$ cat config.mk
export PLATFORM = sky130hd
export DESIGN_NAME = mem_port_arbiter
export DESIGN_NICKNAME = d
export VERILOG_FILES = /design/src/rtl/mem_port_arbiter.sv
export SDC_FILE = /design/constraint.sdc
export NUM_CORES = 1
export LEC_CHECK = 0
export ABC_AREA = 1
export CAP_MARGIN = 10
export CORE_MARGIN = 2
export CORE_UTILIZATION = 34
export CTS_BUF_LIST = sky130_fd_sc_hd__clkbuf_16
export DETAILED_ROUTE_END_ITERATION = 8
export PLACE_DENSITY_LB_ADDON = 0.05
export SLEW_MARGIN = 15
export SYNTH_ARGS = -nofsm -noshare
export SYNTH_HDL_FRONTEND = slang
export SYNTH_SLANG_ARGS = --single-unit
$ cat constraint.sdc
create_clock -name clk -period 1.72 [get_ports clk]
set_input_delay 0.516 -clock clk [delete_from_list [all_inputs] [get_ports clk]]
set_output_delay 0.516 -clock clk [all_outputs]
set_load 0.02 [all_outputs]
$ cat src/rtl/mem_port_arbiter.sv
// mem_port_arbiter: shares one burst-oriented memory port between NUM_REQ cache requesters.
// Define MEM_ARB_FIXED_PRIO_EN for lowest-index-wins priority instead of round-robin.
module mem_port_arbiter #(
  parameter int unsigned NUM_REQ   = 2,
  parameter int unsigned ADDR_W    = 32,
  parameter int unsigned DATA_W    = 32,
  parameter int unsigned BURST_LEN = 4
) (
  input  logic                      clk,
  input  logic                      reset,
  input  logic [NUM_REQ-1:0]        req_valid,
  input  logic [NUM_REQ-1:0]        req_we,
  input  logic [NUM_REQ*ADDR_W-1:0] req_addr,
  output logic [NUM_REQ-1:0]        req_gnt,
  input  logic [NUM_REQ*DATA_W-1:0] wdata,
  output logic [NUM_REQ-1:0]        wdata_rdy,
  output logic [DATA_W-1:0]         rdata,
  output logic [NUM_REQ-1:0]        rdata_vld,
  output logic                      rdata_last,
  output logic                      mem_avalid,
  output logic                      mem_we,
  output logic [ADDR_W-1:0]         mem_addr,
  input  logic                      mem_aready,
  output logic [DATA_W-1:0]         mem_wdata,
  output logic                      mem_wvalid,
  input  logic                      mem_wready,
  input  logic [DATA_W-1:0]         mem_rdata,
  input  logic                      mem_rvalid,
  output logic                      busy
);

  localparam int unsigned PTR_W  = $clog2(NUM_REQ);
  localparam int unsigned BEAT_W = $clog2(BURST_LEN);
  localparam logic [BEAT_W-1:0] LAST_BEAT = BEAT_W'(BURST_LEN - 1);

  typedef enum logic [1:0] {
    ST_IDLE,
    ST_ADDR,
    ST_WDATA,
    ST_RDATA
  } state_e;

  state_e              state_q, state_d;
  logic [PTR_W-1:0]    owner_q, owner_d;
  logic                we_q, we_d;
  logic [ADDR_W-1:0]   addr_q, addr_d;
  logic [BEAT_W-1:0]   beat_cnt_q, beat_cnt_d;
  logic [NUM_REQ-1:0]  gnt_q, gnt_d;
  logic [DATA_W-1:0]   rdata_q, rdata_d;
  logic [NUM_REQ-1:0]  rvld_q, rvld_d;
  logic                rlast_q, rlast_d;

  logic                sel_found;
  logic [PTR_W-1:0]    sel_idx;
  logic [PTR_W-1:0]    scan_start;
  int unsigned         scan_cand;

  logic [ADDR_W-1:0]   addr_arr  [NUM_REQ];
  logic [DATA_W-1:0]   wdata_arr [NUM_REQ];

  // Unpack the flat per-requester buses
  for (genvar g = 0; g < NUM_REQ; g++) begin : g_unpack
    assign addr_arr[g]  = req_addr[g*ADDR_W +: ADDR_W];
    assign wdata_arr[g] = wdata[g*DATA_W +: DATA_W];
  end

`ifdef MEM_ARB_FIXED_PRIO_EN
  assign scan_start = '0;
`else
  logic [PTR_W-1:0] rr_ptr_q, rr_ptr_d;
  assign scan_start = rr_ptr_q;
`endif

  // Winner: first valid requester scanning upward from scan_start, wrapping at NUM_REQ
  always_comb begin
    sel_found = 1'b0;
    sel_idx   = '0;
    scan_cand = 0;
    for (int unsigned k = 0; k < NUM_REQ; k++) begin
      scan_cand = 32'(scan_start) + k;
      if (scan_cand >= NUM_REQ) begin
        scan_cand = scan_cand - NUM_REQ;
      end
      if (!sel_found && req_valid[PTR_W'(scan_cand)]) begin
        sel_found = 1'b1;
        sel_idx   = PTR_W'(scan_cand);
      end
    end
  end

  // Next-state and burst sequencing
  always_comb begin
    state_d    = state_q;
    owner_d    = owner_q;
    we_d       = we_q;
    addr_d     = addr_q;
    beat_cnt_d = beat_cnt_q;
    gnt_d      = '0;
    rdata_d    = rdata_q;
    rvld_d     = '0;
    rlast_d    = 1'b0;
    wdata_rdy  = '0;
`ifndef MEM_ARB_FIXED_PRIO_EN
    rr_ptr_d   = rr_ptr_q;
`endif
    case (state_q)
      ST_IDLE: begin
        if (sel_found) begin
          state_d = ST_ADDR;
          owner_d = sel_idx;
          we_d    = req_we[sel_idx];
          addr_d  = addr_arr[sel_idx];
          gnt_d   = NUM_REQ'(1) << sel_idx;
`ifndef MEM_ARB_FIXED_PRIO_EN
          rr_ptr_d = (32'(sel_idx) == NUM_REQ - 1) ? '0 : sel_idx + 1'b1;
`endif
        end
      end
      ST_ADDR: begin
        if (mem_aready) begin
          state_d    = we_q ? ST_WDATA : ST_RDATA;
          beat_cnt_d = '0;
        end
      end
      ST_WDATA: begin
        if (mem_wready) begin
          wdata_rdy  = NUM_REQ'(1) << owner_q;
          beat_cnt_d = beat_cnt_q + 1'b1;
          if (beat_cnt_q == LAST_BEAT) begin
            state_d = ST_IDLE;
          end
        end
      end
      ST_RDATA: begin
        if (mem_rvalid) begin
          rdata_d    = mem_rdata;
          rvld_d     = NUM_REQ'(1) << owner_q;
          rlast_d    = (beat_cnt_q == LAST_BEAT);
          beat_cnt_d = beat_cnt_q + 1'b1;
          if (beat_cnt_q == LAST_BEAT) begin
            state_d = ST_IDLE;
          end
        end
      end
      default: state_d = ST_IDLE;
    endcase
  end

  always_ff @(posedge clk) begin
    if (!reset) begin
      state_q    <= ST_IDLE;
      owner_q    <= '0;
      we_q       <= 1'b0;
      addr_q     <= '0;
      beat_cnt_q <= '0;
      gnt_q      <= '0;
      rdata_q    <= '0;
      rvld_q     <= '0;
      rlast_q    <= 1'b0;
`ifndef MEM_ARB_FIXED_PRIO_EN
      rr_ptr_q   <= '0;
`endif
    end else begin
      state_q    <= state_d;
      owner_q    <= owner_d;
      we_q       <= we_d;
      addr_q     <= addr_d;
      beat_cnt_q <= beat_cnt_d;
      gnt_q      <= gnt_d;
      rdata_q    <= rdata_d;
      rvld_q     <= rvld_d;
      rlast_q    <= rlast_d;
`ifndef MEM_ARB_FIXED_PRIO_EN
      rr_ptr_q   <= rr_ptr_d;
`endif
    end
  end

  assign req_gnt    = gnt_q;
  assign rdata      = rdata_q;
  assign rdata_vld  = rvld_q;
  assign rdata_last = rlast_q;
  assign mem_avalid = (state_q == ST_ADDR);
  assign mem_we     = we_q;
  assign mem_addr   = addr_q;
  assign mem_wvalid = (state_q == ST_WDATA);
  assign mem_wdata  = (state_q == ST_WDATA) ? wdata_arr[owner_q] : '0;
  assign busy       = (state_q != ST_IDLE);

endmodule
==> flow_results.org <==
** Critical path
- STA puts the critical path data arrival time at 1.36 ns.
- At the worst endpoint, the required time is 1.20 ns.
- The worst setup path is captured at a primary output.
- Critical Path Fanout Max :: 1
- The worst setup path is launched from an input pin.
- The critical path is of the input pin to primary output type.

** Routing
- The routed design uses 1440 um of met3 wire.
- TritonRoute pass-1 iters :: 4
- Dividing the detail-routed wire length by the instance count gives 14.5 um.
- Signal routing reaches up to met4.
- Vias :: 4650
- In this run the remaining antenna-violating nets after routing total 0.
- For this run, design rule violations remaining after detail routing come to 0.
- After detailed routing, the number of vias per cell comes to 4.69.
- Detailed routing placed a total of 6970 um of wire on met2.
- Summed over all layers, the routed wires come to approximately 14000 um.
- After detailed routing, the wire length on met1 is around 5600 um.
- The detailed router finished its first iteration with 240 violations.

** STA
- Setup repair after global routing could not meet its margin everywhere.
- Final Slew Violations :: 0
- Worst hold slack across all endpoints :: 0.437 ns
- Least-Margin Pin Slew :: 0.317 ns
- Final worst path period share :: 109%
- The smallest clock period supported by the final layout is computed as 1.88 ns.
- Setup violations remaining at the end of the flow were counted as 34.
- Across all setup checks in the final design, the least slack found is -0.156 ns.
- Clk_skew :: 0.00584 ns
- Headroom to the max-slew limit came out at 78.7%.
- The number of endpoints with negative hold slack in the final report came to 0.
- Highest attainable clock frequency :: 0.533 GHz

** GRT
- Number of antenna violations at the first check in global routing :: 0
- Overall track demand over capacity in global routing :: 24.1%
- The first global-routing pass estimated 22300 um of wire.
- Pin count of the biggest net entering global routing :: 68
- For this run the aggregate overflow at the end of global routing stands at 0.
- The via count of the first global-routing pass is 4526.

** Floorplan
- The region available for standard cell placement spans 10700 sq um.
- Die extent in x :: between 100 and 150 um
- Cell Rows :: 38
- Number of top-level design ports :: 276
- The floorplan step set the die height to 108 um.
- Once the floorplan was initialized, standard cells occupied about a third of the core.
- The die covers 11700 sq um.

** CTS
- The tree built by TritonCTS fans out to 76 sinks.
- After clock tree synthesis, the clock-pin slew on the worst setup and hold paths is roughly 0.060 ns.
- TritonCTS built the clock tree.
- Number of buffers inserted by hold repair at cts :: 0
- The later pin in the worst-skew pair is clocked with a latency of 0.33 ns.
- Number of buffers inserted during clock tree synthesis :: 9
- In this run the deepest clock path goes through 2 buffers.
- The H-tree generated during clock tree synthesis spans 3 levels.
- Clock tree synthesis selected as its root buffer the cell clkbuf_16.

** Run
- Across the run, the number of max-cap violations was 0.

** Run status
- Violations in the final reports :: setup timing
- Status :: finished, violations left

** Logic synthesis
- Gate count of the mapped netlist :: 568
- In this run, synthesis inferred 0 flip-flops with an integrated enable.
- After synthesis the netlist holds a flip-flop and latch count of 76.
- After synthesis the cells add up to 3690 sq um.
- Number of nets produced by synthesis :: approximately 740
- Sequential elements use 41.2% of the synthesized area.
- Mapped Avg Cell Area :: 6.50 sq um
- Number of library cell types mapped by synthesis :: 22
- FFs w/ async S/R, synth :: 0%
- Yosys warning count :: 0
- Post-synth top flop :: dfxtp_1

** Layout
- The count of cells in the finished layout, fillers not included, comes to 992.
- In the final layout, the share of cells above drive strength 1 is 18.9%.
- Leaving out fill and tap cells, the most frequent cell in the layout is clkdlybuf4s50_1.
- Final cell utilization of the core :: 69.8%
- NumNets Final :: 1017
- Most frequent cells in the layout :: clkdlybuf4s50_1, nand2_1, nand3_1
- The area growth from synthesis to layout is 102%.
- Total inserted antenna cells :: 0
- Counting the fill cells in the layout gives 923.

** Place
- Port Buffers :: 275
- Placed Cells incl. Taps :: 972
- Routability-driven placement finished with a final weighted congestion of 0.830.
- DP HPWL :: 10400 um

** Power
- Switching power share of the total :: 40.3%
- Internal power :: between 5 and 6 mW
- Overall power of the completed layout :: 8.85 mW
- Gate power share :: 53.8%
- Sequential cells burn 25.7% of the power.
- The clock network accounts for 20.4% of the total power.
- For this design the total switching power over the nets is 3.57 mW.
- Leakage :: 3.59 nW
- In this run the power density over the cells is 1190 nW/um^2.
- Worst-case vdd ir drop :: 0.000688 V

** Hold path
- Worst min-delay path class :: flop to flop
registers in the layout, summed over array words and instances (netlist names):
signal	flops
mem_addr	32
rdata	32
beat_cnt_q	2
rdata_vld	2
req_gnt	2
state_q	2
mem_we	1
owner_q	1
rdata_last	1
rr_ptr_q	1
through the flow:
step / area [sq um] / setup TNS, ns / worst slack (ns)
6_report: 7460 / -3.91 / -0.156
5_1_grt: 7460 / -5.23 / -0.178
4_1_cts: 7380 / -4.44 / -0.158
3_5_place_dp: 7040 / -32.69 / -0.645
3_3_place_gp: 7040 / -31.83 / -0.646
2_1_floorplan: 4000 / -0.105 / -0.0124
Yosys cell counts (2+ instances only):
cell        n  area share (%)
a21oi_1    69             9.4
buf_2      10             1.4
buf_4       3            0.61
clkbuf_1   24             2.4
clkinv_1    2            0.20
dfxtp_1    76              41
inv_1      66             6.7
inv_2       3            0.31
nand2_1   169              17
nand3_1    89              12
nor2_1      8            0.81
nor2_2      2            0.34
nor3_1      5            0.68
o21ai_0    34             4.6
cells by family after synthesis:
kind of cell,Yosys count,share of synthesized area [%]
and+or+nand+nor,276,32.1
AOI/OAI and AO/OA,104,14.1
buffers and inverters,111,12.2
adders and majority gates,1,0.339
DFF,76,41.2
what timing repair did:
action | 4_1_cts | 5_1_grt
cloned | 3 | 0
endpoints found under the hold margin | 0 | 0
setup buffers | 1 | 0
endpoints found under the setup margin | 119 | 48
pin swaps | 10 | 8
resized for setup | 316 | 28
cell type report:
type / instances / area [sq um] / area share (%)
timing repair buffer: 307 / 3100 / 41.5
multi-input combinational: 381 / 2100 / 28.1
sequential: 76 / 1530 / 20.5
inverter: 72 / 283 / 3.79
clock buffer: 9 / 225 / 3.02
tap: 140 / 175 / 2.35
clock inverter: 7 / 58.8 / 0.788
power by group through the flow:
stage               combinational [mW]  sequential [mW]  clock (mW)
global route                      5.14             2.32        1.93
finish                            4.76             2.28        1.81
global placement                  4.67             2.29           0
CTS                               4.74             2.28        1.85
detailed placement                4.72             2.31           0
floorplan                         2.27             2.68           0
worst max-delay path: stages:
cell             delay [ns]
clkdlybuf4s50_1        0.47
nand2_1                0.09
a21oi_4                0.16
buf_6                  0.13
per-layer routing:
layer,vias to the layer above,track usage (%)
li1,2367,-
met1,2082,25.8
met2,175,43.2
met3,26,9.22
met4,0,8.79
met5,-,0
final timing paths:
kind	startpoint	to	slack, ns	cells after the start
worst max-delay path	wdata[52]	mem_wdata[20]	-0.16	4
worst min-delay path	rdata[19]	rdata[19]	0.44	2
worst max register to register	state_q[0]	mem_we	0.17	10
worst min register to register	rdata[19]	rdata[19]	0.44	2
Power figures use the tool's default switching activity.
